**config.mk**
```make
export PLATFORM = sky130hd
export DESIGN_NAME = prog_timer
export DESIGN_NICKNAME = d
export VERILOG_FILES = /design/src/rtl/timer_pkg.sv /design/src/rtl/tick_prescaler.sv /design/src/rtl/prog_timer.sv
export SDC_FILE = /design/constraint.sdc
export NUM_CORES = 1
export LEC_CHECK = 0
export BUFFER_PORTS_ARGS = -buffer_cell sky130_fd_sc_hd__buf_2
export CORE_UTILIZATION = 45
export DETAILED_ROUTE_END_ITERATION = 16
export PLACE_DENSITY = 0.67
export SYNTH_ARGS = -nofsm -noshare
export SYNTH_HDL_FRONTEND = slang
export SYNTH_SLANG_ARGS = --single-unit
```
**constraint.sdc**
```tcl
create_clock -name CLK -period 4.75 [get_ports CLK]
set_input_delay 1.1875 -clock CLK [delete_from_list [all_inputs] [get_ports CLK]]
set_output_delay 1.1875 -clock CLK [all_outputs]
set_load 0.02 [all_outputs]
```
**src/rtl/timer_pkg.sv**
```systemverilog
// Shared definitions for the programmable timer: MODE field layout, named
// mode encodings and the run-state encoding.
package timer_pkg;

  // MODE bit positions
  localparam int MODE_DIR_BIT    = 1;  // 0 = count down, 1 = count up
  localparam int MODE_RELOAD_BIT = 0;  // 0 = one-shot,    1 = auto-reload

  // Named MODE encodings
  localparam logic [1:0] ONE_DOWN  = 2'b00;
  localparam logic [1:0] AUTO_DOWN = 2'b01;
  localparam logic [1:0] ONE_UP    = 2'b10;
  localparam logic [1:0] AUTO_UP   = 2'b11;

  // Timer run state
  typedef enum logic [1:0] {
    ST_IDLE = 2'b00,
    ST_RUN  = 2'b01,
    ST_HALT = 2'b10
  } state_t;

endpackage

```
**src/rtl/tick_prescaler.sv**
```systemverilog
// Clock-enable prescaler: emits a one-cycle tick every PRE+1 enabled cycles.
// The count holds while en is low and restarts from 0 on clr.
module tick_prescaler #(
  parameter int PRE_WIDTH = 4
) (
  input  logic                 CLK,
  input  logic                 RSTn,
  input  logic                 clr,
  input  logic                 en,
  input  logic [PRE_WIDTH-1:0] PRE,
  output logic                 tick
);

  logic [PRE_WIDTH-1:0] r_cnt;

  // >= rather than == so a PRE lowered below the current count still ticks
  // on the next enabled cycle instead of running all the way round.
  assign tick = en & (r_cnt >= PRE);

  // Phase counter: cleared by load, advances only on enabled cycles.
  always_ff @(posedge CLK or negedge RSTn) begin
    if (!RSTn)    r_cnt <= '0;
    else if (clr) r_cnt <= '0;
    else if (en)  r_cnt <= tick ? '0 : r_cnt + 1'b1;
  end

endmodule

```
**src/rtl/prog_timer.sv**
```systemverilog
// Programmable up/down timer with one-shot or auto-reload operation,
// prescaled count enable, registered terminal-count pulse and sticky DONE.
module prog_timer
  import timer_pkg::*;
#(
  parameter int WIDTH     = 6,
  parameter int PRE_WIDTH = 4
) (
  input  logic                 CLK,
  input  logic                 RSTn,
  input  logic                 LDn,
  input  logic                 E,
  input  logic [1:0]           MODE,
  input  logic [WIDTH-1:0]     PD,
  input  logic [PRE_WIDTH-1:0] PRE,
  input  logic                 CLR_DONE,
  output logic [WIDTH-1:0]     QT,
  output logic                 RCO,
  output logic                 TC,
  output logic                 DONE,
  output logic                 RUN
);

  state_t           r_state;
  logic [WIDTH-1:0] r_qt;
  logic             r_tc;
  logic             r_done;
  logic             r_run;

  logic w_up;
  logic w_auto;
  logic w_term;
  logic w_en;
  logic w_tick;

  assign w_up   = MODE[MODE_DIR_BIT];
  assign w_auto = MODE[MODE_RELOAD_BIT];
  // Up-mode uses >= so lowering PD below QT mid-run still terminates.
  assign w_term = w_up ? (r_qt >= PD) : (r_qt == '0);
  // Prescaler only runs while counting; IDLE and HALT ignore E.
  assign w_en   = E & (r_state == ST_RUN);

  tick_prescaler #(.PRE_WIDTH(PRE_WIDTH)) u_pre (
    .CLK  (CLK),
    .RSTn (RSTn),
    .clr  (~LDn),
    .en   (w_en),
    .PRE  (PRE),
    .tick (w_tick)
  );

  // Counter, run state and flags: load beats tick beats hold.
  always_ff @(posedge CLK or negedge RSTn) begin
    if (!RSTn) begin
      r_state <= ST_IDLE;
      r_qt    <= '0;
      r_tc    <= 1'b0;
      r_done  <= 1'b0;
      r_run   <= 1'b0;
    end else if (!LDn) begin
      r_state <= ST_RUN;
      r_qt    <= w_up ? '0 : PD;
      r_tc    <= 1'b0;
      r_done  <= 1'b0;
      r_run   <= 1'b1;
    end else begin
      r_tc <= 1'b0;
      if (CLR_DONE) r_done <= 1'b0;
      if (w_tick) begin
        if (!w_term) begin
          r_qt <= w_up ? r_qt + 1'b1 : r_qt - 1'b1;
        end else begin
          r_tc <= 1'b1;
          if (w_auto) begin
            r_qt <= w_up ? '0 : PD;
          end else begin
            // One-shot completion; set overrides a coincident CLR_DONE.
            r_state <= ST_HALT;
            r_run   <= 1'b0;
            r_done  <= 1'b1;
          end
        end
      end
    end
  end

  assign QT   = r_qt;
  assign RCO  = w_term;
  assign TC   = r_tc;
  assign DONE = r_done;
  assign RUN  = r_run;

endmodule

```
=== Yosys cells after proc, flatten, opt, wreduce, memory -nomap -nowiden ===
Cells that the tools add are included.

* Flip-flop bits (word level): 15
* Bits of input ports: 17
* Output and inout port bits: 10
* Logic and storage cells: 48

* Add/sub/neg operators: 3
* Order comparisons: 2
* Equal/unequal tests: 6
* Multiplexer cells: 26
* Bitwise gates (word level): 2
* Reductions and logical operators: 3

{| class="wikitable"
|+ Operators by type and width
! cell !! number
|-
| 2-to-1 mux 6 bit || 6
|-
| 2-to-1 mux 1 bit || 13
|-
| 2-to-1 mux 4 bit || 3
|-
| 2-to-1 mux 2 bit || 4
|-
| adder 6 x 1 -> 6 bit (second input constant) || 1
|-
| >= comparator 6 bit || 1
|-
| logical NOT 6 bit || 1
|-
| != test 2 x 1 -> 1 bit (second input constant) || 3
|-
| subtractor 6 x 1 -> 6 bit (second input constant) || 1
|-
| adder 4 x 1 -> 4 bit (second input constant) || 1
|-
| >= comparator 4 bit || 1
|-
| != test 3 bit (second input constant) || 1
|-
| AND reduction 3 bit || 1
|-
| bitwise AND 1 bit || 2
|-
| == test 2 x 1 -> 1 bit (second input constant) || 1
|-
| != test 2 bit (second input constant) || 1
|-
| AND reduction 2 bit || 1
|}

=== Depth between registers and ports, before layout ===
* Depth after elaboration: 6
* Depth in mapped cells: 8
* Mapped depth without buffers: 8

=== Hierarchy ===
A second synthesis with hierarchy kept.

* Cell total of the unflattened synthesis: 121
* Area, all modules: 1,211.2 sq um

{| class="wikitable"
|+ By module, submodules not included
! module !! times used !! cells each !! area each (sq um) !! sequential area each (sq um)
|-
| prog_timer || 1 || 86 || 869.6 || 250.2
|-
| tick_prescaler || 1 || 35 || 341.6 || 100.1
|}

=== Worst setup path before layout ===
Ideal clock, no wire load.

* Kind: input to output
* Start: input PD[0]
* End: output RCO
* Arrival: 2.321 ns
* Data required time: 3.563 ns
* Setup slack: 1.242 ns
* Cell stages on the path: 5
* Path buffers: 0
* Path through: ha_1 > nand2b_4 > a211o_1 > a211oi_2 > inv_2

* Longest elaborated chain between the ends: 2

{| class="wikitable"
|+ Ends and longest elaborated chain
! element !! line !! text
|-
| start, declared || prog_timer.sv:14 || <nowiki>input logic [WIDTH-1:0] PD,</nowiki>
|-
| >= comparator 6 bit || prog_timer.sv:39 || <nowiki>assign w_term = w_up ? (r_qt >= PD) : (r_qt == '0);</nowiki>
|-
| 2-to-1 mux 1 bit || prog_timer.sv:39 ||
|-
| end, declared || prog_timer.sv:18 || <nowiki>output logic RCO,</nowiki>
|}

Every way passes these cells.

=== Worst setup path in the final report ===
Ends and elaborated chain as after synthesis.

==> results.ini <==
[layout]
final_area_um2=1340
insertedDiodeCount=0
drive_above_1_share_pct=27.7
final_nets=182
syn2layout_area_growth_pct=17.4
fin_cells=176
post-route-util_pct=58.1

[critical_path]
r2r-end=QT[5]$_DFFE_PN0P_
required_ns=3.56
critPathCaptureType=output pin
crit_chain=buf_2, ha_1, nand2b_4, a211o_1, a211oi_2, inv_2, buf_2
critPathArrivalTime_ns=2.63
start_kind=input port
critPathSlowestCell=a211oi_2
crit_family=compound AO/OA/AOI/OAI gates
cp_max_fo=3
cp_slowest_stage_delay_ns=0.33
r2r_start=QT[0]$_DFFE_PN0P_
cp_common_cell=buf_2
rr_worst_depth=7
crit_type=in2out
critPathBufInv=3
rrSetupSlack_ns=2.24

[logic_synthesis]
ys_ff_latch=14
synth_ff_type=dfrtp_1
yosys_warnings=0
yosysMostFrequentCell=ha_1
yosys-top-cells-count=ha_1 (15), dfrtp_1 (14), inv_1 (14), nor2_1 (9), o21ai_0 (6)
synth_area_um2=1140
synth_edf_count=0
async_flop_share_pct=100
postSynthCellCount=119
yosys-top-cells-area=dfrtp_1 (31%), ha_1 (17%), inv_1 (4.6%)
synth_largest_area_cell=dfrtp_1
syn_area_per_cell_um2=9.56
synth_top_cell_area_share_pct=30.8
synth_nets=152
synth_cell_types=39
yosysSeqAreaShare_pct=30.8

[timing]
worstMarginPinSlew_ns=0.682
clock_skew_ns=0.00784
finalCritPeriodShare_pct=80.5
worst_slack_ns=0.928
maxSlewHeadroom_pct=54.5
rsz0062_at_grt=no
fin_crit_ns=3.82
hold_violations=0
maxSlewViolCount=0
tns_ns=0
final-setup-viol-count=0
timing.fmax_mhz=262

[place]
portBuffers=26
dp_hpwl_mm=1.88
placed_area_um2=1300
dp_slack_ns=0.929
dp.cells=172
gp_congestion=0.784

[die]
initial_core_util_pct=49.5
dieArea_um2=2730
die_w_um=52.3
chipHeight_um=52.3
pin_count=27
core_area_um2=2300
rows=17

[flow_run]
maxCapViolCount=0

[routing]
wire_per_inst_um=13.3
drtPass1Iterations=4
viasPerCell=5.54
wl_mm=2.35
initialDrtViolationCount=13
drc=0
postRouteAntennaNets=0
num_vias=975

[clocking]
cts_tree=yes
cts_sinks=14
path_clk_slew_ns=0.08
post-cts-setup-buffers=0
postCtsHoldBufs=0
numCtsBuffers=3
clockBufferDepth=2
clk_latency_ns=0.28
cts-resized-gates=0
cts-root-buf=clkbuf_4
htreeDepth=1

[worst_hold_path]
min_path_type=reg2reg
whs_endpoint=r_state[1]$_DFFE_PN0P_
min_path_cells=1
min_from=r_state[1]$_DFFE_PN0P_

[global_route]
busiest_layer=met2
grt_util_met1_pct=28.5
met2_usage_pct=34.6
grt_pass1_wl_mm=4.26
grt_util_met3_pct=6.38
antenna_found_initial=0
grt_max_degree=15
first_global_vias=987
grt.overflow.total=0
track_usage_pct=21.1

[pwr]
leakage_uw=0.000741
ir_drop_mv=0.305
powerDensity_nw_per_um2=452

[outcome]
status=finished clean

[layout make-up]
class | count | area, um^2
Tap cell | 28 | 35.0
Sequential cell | 14 | 350
Clock buffer | 4 | 36.3
Inverter | 15 | 56.3
Timing Repair Buffer | 26 | 130
Fill cell | 202 | 962
Multi-Input combinational cell | 89 | 727
[through the flow]
step / hold WS (ns) / power, uW
floorplan: 0.478 / 432
global placement: 0.494 / 509
detailed placement: 0.507 / 521
CTS: 0.527 / 611
global route: 0.578 / 665
finish: 0.532 / 604
[routing by layer]
layer,up-vias,wire length [um]
met5,-,0
met4,0,0
met3,0,131
met2,28,1080
met1,451,1130
li1,496,-
[cells in the final DEF (no fill, tap or decap), types with 3 or more instances in the layout]
cell,count
buf_2,26
ha_1,15
dfrtp_1,14
inv_1,14
nor2_1,9
o21ai_0,6
nand2_1,5
a21oi_1,5
a211oi_1,4
mux2_2,4
nor3_1,3
o21a_1,3
xor2_1,3
clkbuf_4,3
[kinds of logic after synthesis]
kind of cell / after synthesis / synth area share, %
AO/OA/AOI/OAI: 33 / 22.9
XOR/XNOR: 5 / 3.85
adder cells (fa/ha/maj): 16 / 18.3
buffers and inverters: 16 / 5.28
flip-flops: 14 / 30.8
multiplexers: 6 / 5.72
AND/OR/NAND/NOR: 29 / 13.2
[registers in the layout (all words and copies together) (netlist names)]
register and count:
DONE 1, QT 6, TC 1, u_pre.r_cnt 4, r_state 2
[worst reg2reg max path, cell delays in order, from the launching register on]
cell	delay [ns]
dfrtp_1	0.46
inv_1	0.11
ha_1	0.28
nand2b_4	0.13
a211o_1	0.32
a2111oi_2	0.69
o21ai_0	0.23
a2bb2oi_1	0.21
[power breakdown]
group	leakage [uW]	internal [uW]	switching [uW]
Sequential	0.000180	144	39.8
Clock	0.0000210	46.6	39.9
Combinational	0.000541	153	180
Total	0.000741	344	260
[worst max-delay path by stage]
stage | from | cells past startpoint | to
global placement | PD[0] | 7 | RCO
CTS | PD[0] | 7 | RCO
floorplan | PD[0] | 5 | RCO
global route | PD[0] | 7 | RCO
finish | PD[0] | 7 | RCO
detailed placement | PD[0] | 7 | RCO
Power figures use the tool's default switching activity.
